<file path="src/rtl/iob_ibex_bus_arbiter.sv">
// iob_ibex_bus_arbiter
// Shares a single AXI4 master port between the Ibex instruction-fetch port and
// the Ibex data (LSU) port. Both core-side ports speak the Ibex req/gnt/rvalid
// protocol with word addresses. One transaction is in flight at a time.
// Every burst is a single 32-bit beat.
//
// Optional build macro:
//   IOB_IBEX_ARB_DATA_PRIO_EN - data port wins on simultaneous requests (fixed
//                               priority). Undefined: round-robin between ports.
//
// Ports:
//   clk_i, rst_ni, cke_i       clock, async active-low reset, clock enable
//   instr_*                    fetch port (read-only): req/addr in; gnt/rvalid/rdata/err out
//   data_*                     LSU port: req/we/be/addr/wdata in; gnt/rvalid/rdata/err out
//   axi_ar*/axi_r*             AXI4 read address / read data channels
//   axi_aw*/axi_w*/axi_b*      AXI4 write address / write data / write response channels
module iob_ibex_bus_arbiter #(
  parameter int AXI_ID_W   = 1,
  parameter int AXI_ADDR_W = 32,
  parameter int AXI_DATA_W = 32,
  parameter int AXI_LEN_W  = 8
) (
  input  logic                  clk_i,
  input  logic                  rst_ni,
  input  logic                  cke_i,
  // instruction fetch port
  input  logic                  instr_req_i,
  input  logic [AXI_ADDR_W-3:0] instr_addr_i,
  output logic                  instr_gnt_o,
  output logic                  instr_rvalid_o,
  output logic [31:0]           instr_rdata_o,
  output logic                  instr_err_o,
  // data (LSU) port
  input  logic                  data_req_i,
  input  logic                  data_we_i,
  input  logic [3:0]            data_be_i,
  input  logic [AXI_ADDR_W-3:0] data_addr_i,
  input  logic [31:0]           data_wdata_i,
  output logic                  data_gnt_o,
  output logic                  data_rvalid_o,
  output logic                  data_err_o,
  output logic [31:0]           data_rdata_o,
  // AXI read address channel
  output logic                  axi_arvalid_o,
  output logic [AXI_ADDR_W-3:0] axi_araddr_o,
  output logic [2:0]            axi_arprot_o,
  output logic [AXI_ID_W-1:0]   axi_arid_o,
  output logic [AXI_LEN_W-1:0]  axi_arlen_o,
  output logic [2:0]            axi_arsize_o,
  output logic [1:0]            axi_arburst_o,
  input  logic                  axi_arready_i,
  // AXI read data channel
  input  logic                  axi_rvalid_i,
  input  logic [AXI_DATA_W-1:0] axi_rdata_i,
  input  logic [1:0]            axi_rresp_i,
  input  logic                  axi_rlast_i,
  output logic                  axi_rready_o,
  // AXI write address channel
  output logic                  axi_awvalid_o,
  output logic [AXI_ADDR_W-3:0] axi_awaddr_o,
  output logic [2:0]            axi_awprot_o,
  output logic [AXI_ID_W-1:0]   axi_awid_o,
  output logic [AXI_LEN_W-1:0]  axi_awlen_o,
  output logic [2:0]            axi_awsize_o,
  output logic [1:0]            axi_awburst_o,
  input  logic                  axi_awready_i,
  // AXI write data channel
  output logic                  axi_wvalid_o,
  output logic [AXI_DATA_W-1:0] axi_wdata_o,
  output logic [3:0]            axi_wstrb_o,
  output logic                  axi_wlast_o,
  input  logic                  axi_wready_i,
  // AXI write response channel
  input  logic                  axi_bvalid_i,
  input  logic [1:0]            axi_bresp_i,
  output logic                  axi_bready_o
);

  localparam logic [2:0] IDLE = 3'd0;
  localparam logic [2:0] AR   = 3'd1;
  localparam logic [2:0] R    = 3'd2;
  localparam logic [2:0] WR   = 3'd3;
  localparam logic [2:0] B    = 3'd4;

  logic [2:0]            state_q;
  logic [AXI_ADDR_W-3:0] addr_q;
  logic [AXI_DATA_W-1:0] wdata_q;
  logic [AXI_DATA_W-1:0] rdata_q;
  logic [3:0]            be_q;
  logic                  owner_q;   // 1 = data port owns the transaction
  logic                  err_q;
  logic                  rvalid_q;  // one-cycle response pulse
  logic                  aw_done_q;
  logic                  w_done_q;
  logic                  sel_data;
  logic                  grant_any;

  // rlast carries no information for single-beat bursts.
  logic unused_rlast;
  assign unused_rlast = axi_rlast_i;

`ifdef IOB_IBEX_ARB_DATA_PRIO_EN
  assign sel_data = data_req_i;
`else
  // Set when the data port should win the next tie (instr was granted last).
  logic prio_data_q;
  assign sel_data = data_req_i & (~instr_req_i | prio_data_q);

  always_ff @(posedge clk_i or negedge rst_ni) begin
    if (!rst_ni) begin
      prio_data_q <= 1'b0;
    end else if (cke_i && grant_any) begin
      prio_data_q <= instr_gnt_o;
    end
  end
`endif

  // Grant is combinational from IDLE so a request can be accepted in the same
  // cycle the previous response pulse is presented.
  assign instr_gnt_o = (state_q == IDLE) & cke_i & instr_req_i & ~sel_data;
  assign data_gnt_o  = (state_q == IDLE) & cke_i & sel_data;
  assign grant_any   = instr_gnt_o | data_gnt_o;

  // NOTE: sequential state uses non-blocking assignments so every register
  // samples pre-edge values regardless of block evaluation order.
  always_ff @(posedge clk_i or negedge rst_ni) begin
    if (!rst_ni) begin
      state_q   <= IDLE;
      addr_q    <= '0;
      wdata_q   <= '0;
      rdata_q   <= '0;
      be_q      <= '0;
      owner_q   <= 1'b0;
      err_q     <= 1'b0;
      rvalid_q  <= 1'b0;
      aw_done_q <= 1'b0;
      w_done_q  <= 1'b0;
    end else if (cke_i) begin
      rvalid_q <= 1'b0;
      case (state_q)
        IDLE: begin
          if (grant_any) begin
            addr_q    <= data_gnt_o ? data_addr_i : instr_addr_i;
            wdata_q   <= data_wdata_i;
            be_q      <= data_be_i;
            owner_q   <= data_gnt_o;
            aw_done_q <= 1'b0;
            w_done_q  <= 1'b0;
            // The fetch port is read-only; only the LSU can start a write.
            state_q   <= (data_gnt_o && data_we_i) ? WR : AR;
          end
        end
        AR: if (axi_arready_i) state_q <= R;
        R: begin
          if (axi_rvalid_i) begin
            rdata_q  <= axi_rdata_i;
            err_q    <= (axi_rresp_i != 2'b00);
            rvalid_q <= 1'b1;
            state_q  <= IDLE;
          end
        end
        WR: begin
          // AW and W complete independently, in either order or together.
          if (axi_awready_i) aw_done_q <= 1'b1;
          if (axi_wready_i)  w_done_q  <= 1'b1;
          if ((aw_done_q || axi_awready_i) && (w_done_q || axi_wready_i)) state_q <= B;
        end
        B: begin
          if (axi_bvalid_i) begin
            rdata_q  <= '0;
            err_q    <= (axi_bresp_i != 2'b00);
            rvalid_q <= 1'b1;
            state_q  <= IDLE;
          end
        end
        default: state_q <= IDLE;
      endcase
    end
  end

  // Core-side responses
  assign instr_rvalid_o = rvalid_q & ~owner_q;
  assign data_rvalid_o  = rvalid_q & owner_q;
  assign instr_err_o    = instr_rvalid_o & err_q;
  assign data_err_o     = data_rvalid_o & err_q;
  assign instr_rdata_o  = rdata_q;
  assign data_rdata_o   = rdata_q;

  // Read channels
  assign axi_arvalid_o = (state_q == AR);
  assign axi_araddr_o  = addr_q;
  assign axi_arprot_o  = owner_q ? 3'b000 : 3'b100;
  assign axi_arid_o    = '0;
  assign axi_arlen_o   = '0;
  assign axi_arsize_o  = 3'b010;
  assign axi_arburst_o = 2'b01;
  assign axi_rready_o  = (state_q == R);

  // Write channels
  assign axi_awvalid_o = (state_q == WR) & ~aw_done_q;
  assign axi_awaddr_o  = addr_q;
  assign axi_awprot_o  = 3'b000;
  assign axi_awid_o    = '0;
  assign axi_awlen_o   = '0;
  assign axi_awsize_o  = 3'b010;
  assign axi_awburst_o = 2'b01;
  assign axi_wvalid_o  = (state_q == WR) & ~w_done_q;
  assign axi_wdata_o   = wdata_q;
  assign axi_wstrb_o   = be_q;
  assign axi_wlast_o   = axi_wvalid_o;
  assign axi_bready_o  = (state_q == B);

endmodule
</file>
<file path="config.mk">
export PLATFORM = sky130hd
export DESIGN_NAME = iob_ibex_bus_arbiter
export DESIGN_NICKNAME = d
export VERILOG_FILES = /design/src/rtl/iob_ibex_bus_arbiter.sv
export SDC_FILE = /design/constraint.sdc
export NUM_CORES = 1
export LEC_CHECK = 0
export CAP_MARGIN = 20
export CORE_MARGIN = 4
export CORE_UTILIZATION = 33
export CTS_CLUSTER_SIZE = 24
export DETAILED_ROUTE_END_ITERATION = 16
export GPL_ROUTABILITY_DRIVEN = 0
export PLACE_DENSITY_LB_ADDON = 0.2
export SLEW_MARGIN = 10
export SYNTH_ARGS = -nofsm -noshare
export SYNTH_HDL_FRONTEND = slang
export SYNTH_SLANG_ARGS = --single-unit
</file>
<file path="constraint.sdc">
create_clock -name clk_i -period 2 [get_ports clk_i]
set_input_delay 0.6 -clock clk_i [delete_from_list [all_inputs] [get_ports clk_i]]
set_output_delay 0.6 -clock clk_i [all_outputs]
set_load 0.05 [all_outputs]
</file>
==> results of run 1 <==
area by class of cell:
type	instances	share of cell area, %
multi-input combinational	369	22.67
sequential	107	31.39
timing repair buffer	354	38.83
clock inverter	5	0.9082
inverter	6	0.3076
tap	216	3.164
clock buffer	11	2.724
power breakdown:
group / switching (mW) / internal, mW / total [mW]
registers: 0.824 / 3.17 / 4.00
logic: 7.92 / 3.56 / 11.5
clock network: 0.791 / 1.10 / 1.89
cell usage in the layout, fill, tap and decap left out, types with 2 or more instances in the layout:
cell / n
a21o_1: 2
o21ai_1: 14
buf_12: 18
clkbuf_16: 12
o21ai_0: 33
clkbuf_1: 2
o21ai_2: 17
buf_6: 6
nor3_1: 2
dfrtp_1: 104
or4b_4: 2
nor2_4: 3
nand2_1: 205
dfrtp_2: 3
inv_1: 4
a21oi_1: 2
clkinvlp_4: 2
conb_1: 33
mux2i_1: 30
bufinv_16: 2
clkdlybuf4s50_1: 140
buf_4: 185
nor2_1: 6
nand3_2: 2
mux2_2: 2
a32o_1: 2
clkinv_2: 2
per-layer routing:
layer,global-route usage [%],share of wire (%)
met1,21.25,38
met2,30.21,50
met3,6.446,10
met4,5.879,1.8
met5,0,0
state kept, by name (all words and copies together) (netlist names):
name          flops
axi_araddr_o     30
owner_q           1
err_q             1
axi_wstrb_o       4
prio_data_q       1
axi_wdata_o      32
data_rdata_o     32
aw_done_q         1
rvalid_q          1
w_done_q          1
state_q           3
metrics by stage:
step	instances	setup slack [ns]	hold WS (ns)	utilization (%)
final	1068	-0.2355	0.1834	53.97
after global routing	1068	-0.2891	0.1963	53.97
after CTS	1059	-0.2616	0.1801	52.89
after detailed placement	1035	-0.4902	0.4639	50.46
after global placement	1035	-0.4636	0.4608	50.46
after floorplan	606	-0.09650	0.3044	-
critical path, cell delays in order:
cell	delay [ns]
clkdlybuf4s50_1	0.51
buf_6	0.13
nand2_1	0.08
a21oi_4	0.16
buf_12	0.15
cell families (layout without fill, tap and decap cells):
| kind of cell | Yosys count | count (layout) |
|---|---|---|
| compound gates | 78 | 78 |
| buf+inv | 130 | 376 |
| mux | 32 | 32 |
| simple gates | 226 | 226 |
| other cells | 2 | 33 |
| flops | 107 | 107 |
repair_timing:
action                                  CTS  global route
endpoints found under the setup margin    9            42
resized for setup                         7            21
setup buffers                             8             7
pin swaps                                 6             4
gates cloned                              0             4
worst max path at each step:
stage / cells past startpoint / endpoint / startpoint / slack (ns)
2_1_floorplan: 4 / data_gnt_o / cke_i / -0.1
3_3_place_gp: 5 / data_gnt_o / cke_i / -0.46
3_5_place_dp: 5 / data_gnt_o / cke_i / -0.49
4_1_cts: 4 / data_gnt_o / state_q[0]$_DFFE_PN0P_ / -0.26
5_1_grt: 4 / data_gnt_o / state_q[1]$_DFFE_PN0P_ / -0.29
6_report: 5 / instr_gnt_o / instr_req_i / -0.24
==> metrics.md, run 1 <==
| Metric | Value |
|---|---|
| Status | finished with violations |
| Violated checks | negative setup slack |
| Share of layout cells above drive strength 1 | 31.34% |
| Number of clock sinks | 107 |
| Die W | 135.0 um |
| Largest net degree at the start of global routing | 53 |
| Synth Area in Adders | 0% |
| FILL cells | 1,438 |
| Simple-Gate Fraction of Synth Area | 16.94% |
| Final hold violations | 0 |
| Period utilisation layout | 111.8% |
| Fraction of registers with async set/reset | 100.0% |
| Fin Setup TNS | -0.8772 ns |
| Nets | 991 |
| Area delta synth->final | 60.41% |
| Drt pass-1 iters | 4 |
| LEAKAGE | 4.441 nW |
| I/O Buffers | 315 |
| DRC errors left | 0 |
| Clock skew | 0.006747 ns |
| Register bit count reported by yosys | 107 |
| Area after DPL | 7986 sq um |
| Synth Area in Compound Gates | 9.140% |
| Die Height | 135.0 um |
| Data required time at the worst endpoint | 1.40 ns |
| Initial DRC count | 152 |
| WL final | 17,280 um |
| Gr usage total | 17.88% |
| First-pass GRT wire length | 25,640 um |
| Max Slew Vio Count | 0 |
| CTS tree | done |
| R2R Path Start | state_q[1]$_DFFE_PN0P_ |
| Maximum clock rate | 447.3 MHz |
| Post-synthesis sequential area ratio | 50.28% |
| Max clock buf depth | 2 |
| Post-synth EDFFs | 0 |
| Vias in the first global route | 4,744 |
| Synth top area cells | dfrtp_1 50%, nand2_1 15%, buf_4 14%, mux2i_1 5.6%, o21ai_0 3.7% |
| HPWL after DPL | 13,300 um |
| Worst-path clk slew | 0.07 ns |
| Hold crit path type | in -> async |
| Synth Area in XOR/XNOR | 0% |
| Pwr Total | 17.36 mW |
| Core Rows | 46 |
| Arrival time worst endpoint | 1.64 ns |
| Most frequent cell after synthesis | nand2_1 |
| Worst-skew pair later-pin latency | 0.35 ns |
| Biggest area consumer among synthesized cells | dfrtp_1 |
| Worst r2r dst | err_q$_DFFE_PN0P_ |
| Mux share of post-synthesis cell area | 6.062% |
| DR WL/cell | 16.18 um |
| Share of the synthesized area in the top cell type | 50.28% |
| # setup viols final | 7 |
| CP Capture Type | output pin |
| H-tree levels | 3 |
| Routed via count | 4,705 |
| GRT overflow | 0 |
| Vias per inst | 4.405 |
| Die Area | 18,230 sq um |
| Largest family of logic cells by synthesized area | buffers and inverters |
| Startpoint types | input pin |
| Period minus WS final | 2.235 ns |
| Pwr Density | 2032 nW/um^2 |
| Total core area | 15,830 sq um |
| Predominant post-synthesis flop cell | dfrtp_1 |
| Setup CP Type | in -> out |
| Synthesis warning total | 0 |
| Internal reg-to-reg setup slack | 0.07 ns |
| Min setup slack post-route | -0.2355 ns |
| Root Buffer | clkbuf_16 |
| Max-Cap Viols | 0 |
| Multi-input logic area | 1937 sq um |
| Initial Utilization | 33.64% |
| Final instance area | 8542 sq um |
| CP max FO | 4 |
| Cts hold-fix bufs | 0 |
| Initial antenna violation count | 0 |
| Ports | 350 |
| RSZ-0062 raised after global routing | true |
| DRT antenna net count | 0 |
| Number of CTS-inserted buffers | 9 |
| Unique masters post-synth | 34 |
| Post-synthesis cell count | 575 |
| Cell Area, Synth | 5325 sq um |
| Synthesized area per cell | 9.261 sq um |
| Flip-flop and latch area | 2681 sq um |
| FF-to-FF path depth | 10 |
| Peak supply drop | 1.057 mV |
| Ant diodes | 0 |
| Top post-synthesis cells by count | 206 x nand2_1, 107 x dfrtp_1, 99 x buf_4 |
Power figures use the tool's default switching activity.
==> run 2, diff against run 1 <==
- ABC_CLOCK_PERIOD_IN_PS: unset -> 2000
==> results of run 2 <==
The final DEF is identical to that of run 1; final timing and power are the same.
==> RTL change: new RTL, config.mk and constraints of run 2 <==
Set the parameter `AXI_ADDR_W` to 36 (it was 32).
--- a/src/rtl/iob_ibex_bus_arbiter.sv
+++ b/src/rtl/iob_ibex_bus_arbiter.sv
@@ -18,3 +18,3 @@
   parameter int AXI_ID_W   = 1,
-  parameter int AXI_ADDR_W = 32,
+  parameter int AXI_ADDR_W = 36,
   parameter int AXI_DATA_W = 32,
Ports: changed (resized axi_araddr_o, axi_awaddr_o, data_addr_i and instr_addr_i); port bits go from 350 to 366. No check against the original RTL was run, so the function may have changed too.
==> RTL change against run 2 <==
  * The run still ends with setup timing left
  * Non-clock buffer count grew 8
  * Wire length shrank 2.1%
  * Final area grew 1.6%
  * Synthesized area grew 3.2%
  * Worst setup slack gained 0.057 ns
  * Critical path depth shrank 1
  * Critical endpoint unchanged
  * Sequential cell count grew 4
  * Die area grew 3.0%
  * Utilization shrank 0.13 points
  * Power grew 3.2%
  * Critical path type is now reg2out
==> RTL change: results (changes against run 2) <==
- Reg-to-Reg End: data_rdata_o[16]
- Reg-to-Reg Start: state_q[0]
- Inverters: 5 (-1)
- Layout cells sized above 1: 30.2% (-1.2 points)
- Pre-CTS WS: -0.477 ns (+0.0135 ns)
- Antenna violations before repair: 1 (+1)
- Post-place instance area: 0.00826 mm² (+3.4%)
- Largest net degree at the start of global routing: 112 (+110%)
- Die extent in x: 137 µm (+1.5%)
- Commonest cells in the synthesized netlist: dfrtp_1 (111), nand2_1 (105), buf_4 (101)
- Seq area share: 32.1% (+0.67 points)
- Ant. Diodes: 1 (+1)
- LEAKAGE: 4.33 nW (-2.5%)
- Critical Path Slowest Stage Cell: dfrtp_2
- Kind of cell adding the most delay to the critical path: simple AND/OR/NAND/NOR gates
- Critical Path AT: 1.58 ns (-0.06 ns)
- Clock skew: 0.00697 ns (+0.000222 ns)
- Vias: 4,473 (-4.9%)
- Post-synth cell types: 31 (-8.8%)
- Met1 WL: 5990 µm (-9.1%)
- Syn Inst Count: 523 (-9.0%)
- Pint: 8.12 mW (+3.8%)
- Count of non-CTS buffers in the layout: 362 (+2.3%)
- Crit path from: state_q[2]
- Multi-In Gates: 311 (-16%)
- Clock-pin slew on the worst setup and hold paths: 0.07 ns (about the same)
- Final worst slack: -0.178 ns (+0.0572 ns)
- NetSw: 9.79 mW (+2.7%)
- CTS sink cnt: 111 (+3.7%)
- Final Setup Violations: 5 (-2)
- Fraction of area in multi-input gates: 22.2% (-0.44 points)
- Worst path max stage delay: 0.45 ns (-0.06 ns)
- Global-route wire length before repair: 24,400 µm (-4.9%)
- Post-CTS Setup Bufs: 7 (-1)
- DR iter-0 viols: 140 (-7.9%)
- Sequential area share after synthesis: 50.5% (+0.26 points)
- Violated checks: setup timing
- FF-to-FF path depth: 6 (-4)
- Clk tree area frac: 3.55% (-0.085 points)
- Mux contribution to synthesized area: 14.0% (+7.9 points)
- Routed length on met3: 1670 µm (-7.7%)
- WHS: 0.284 ns (+0.100 ns)
- Avg WL per Cell: 16.6 µm (+2.3%)
- Clk. pwr: 1.89 mW (about the same)
- Non-Filler Instances: 1,022 (-4.3%)
- Wire length on met2: 8910 µm (+3.9%)
- Fin Setup TNS: -0.528 ns (+0.350 ns)
- FF+latch area: 0.00278 mm² (+3.7%)
- Status: finished, violations left
- PortBufs: 331 (+5.1%)
- VDD IR max: 1.13 mV (+6.9%)
- Post-synthesis compound-gate area fraction: 7.99% (-1.1 points)
- Dominant cells by area after synthesis: dfrtp_1 (51%), buf_4 (14%), mux2_1 (7.4%)
- Gr usage total: 16.9% (-1.0 points)
- Vias in the first global route: 4,679 (-1.4%)
- # clk buffers: 13 (+2)
## RTL change: changes by cell type after synthesis, moves of 2 or more
| cell | before | now |
|---|---|---|
| a21o_1 | 2 | 0 |
| buf_12 | 2 | 0 |
| buf_2 | 6 | 3 |
| buf_4 | 99 | 101 |
| buf_6 | 2 | 13 |
| clkbuf_1 | 12 | 10 |
| clkbuf_2 | 2 | 0 |
| dfrtp_1 | 107 | 111 |
| mux2_1 | 0 | 36 |
| mux2i_1 | 30 | 34 |
| nand2_1 | 206 | 105 |
| o21ai_0 | 39 | 23 |
| o21ai_1 | 10 | 45 |
| o21ai_2 | 16 | 1 |
## RTL change: routing by layer
| layer | vias to the layer above | GRT usage [%] |
|---|---|---|
| li1 | 2152 | - |
| met3 | 20 | 5.33 |
| met5 | - | 0 |
| met2 | 221 | 30.7 |
| met1 | 2080 | 18.0 |
| met4 | 0 | 6.87 |
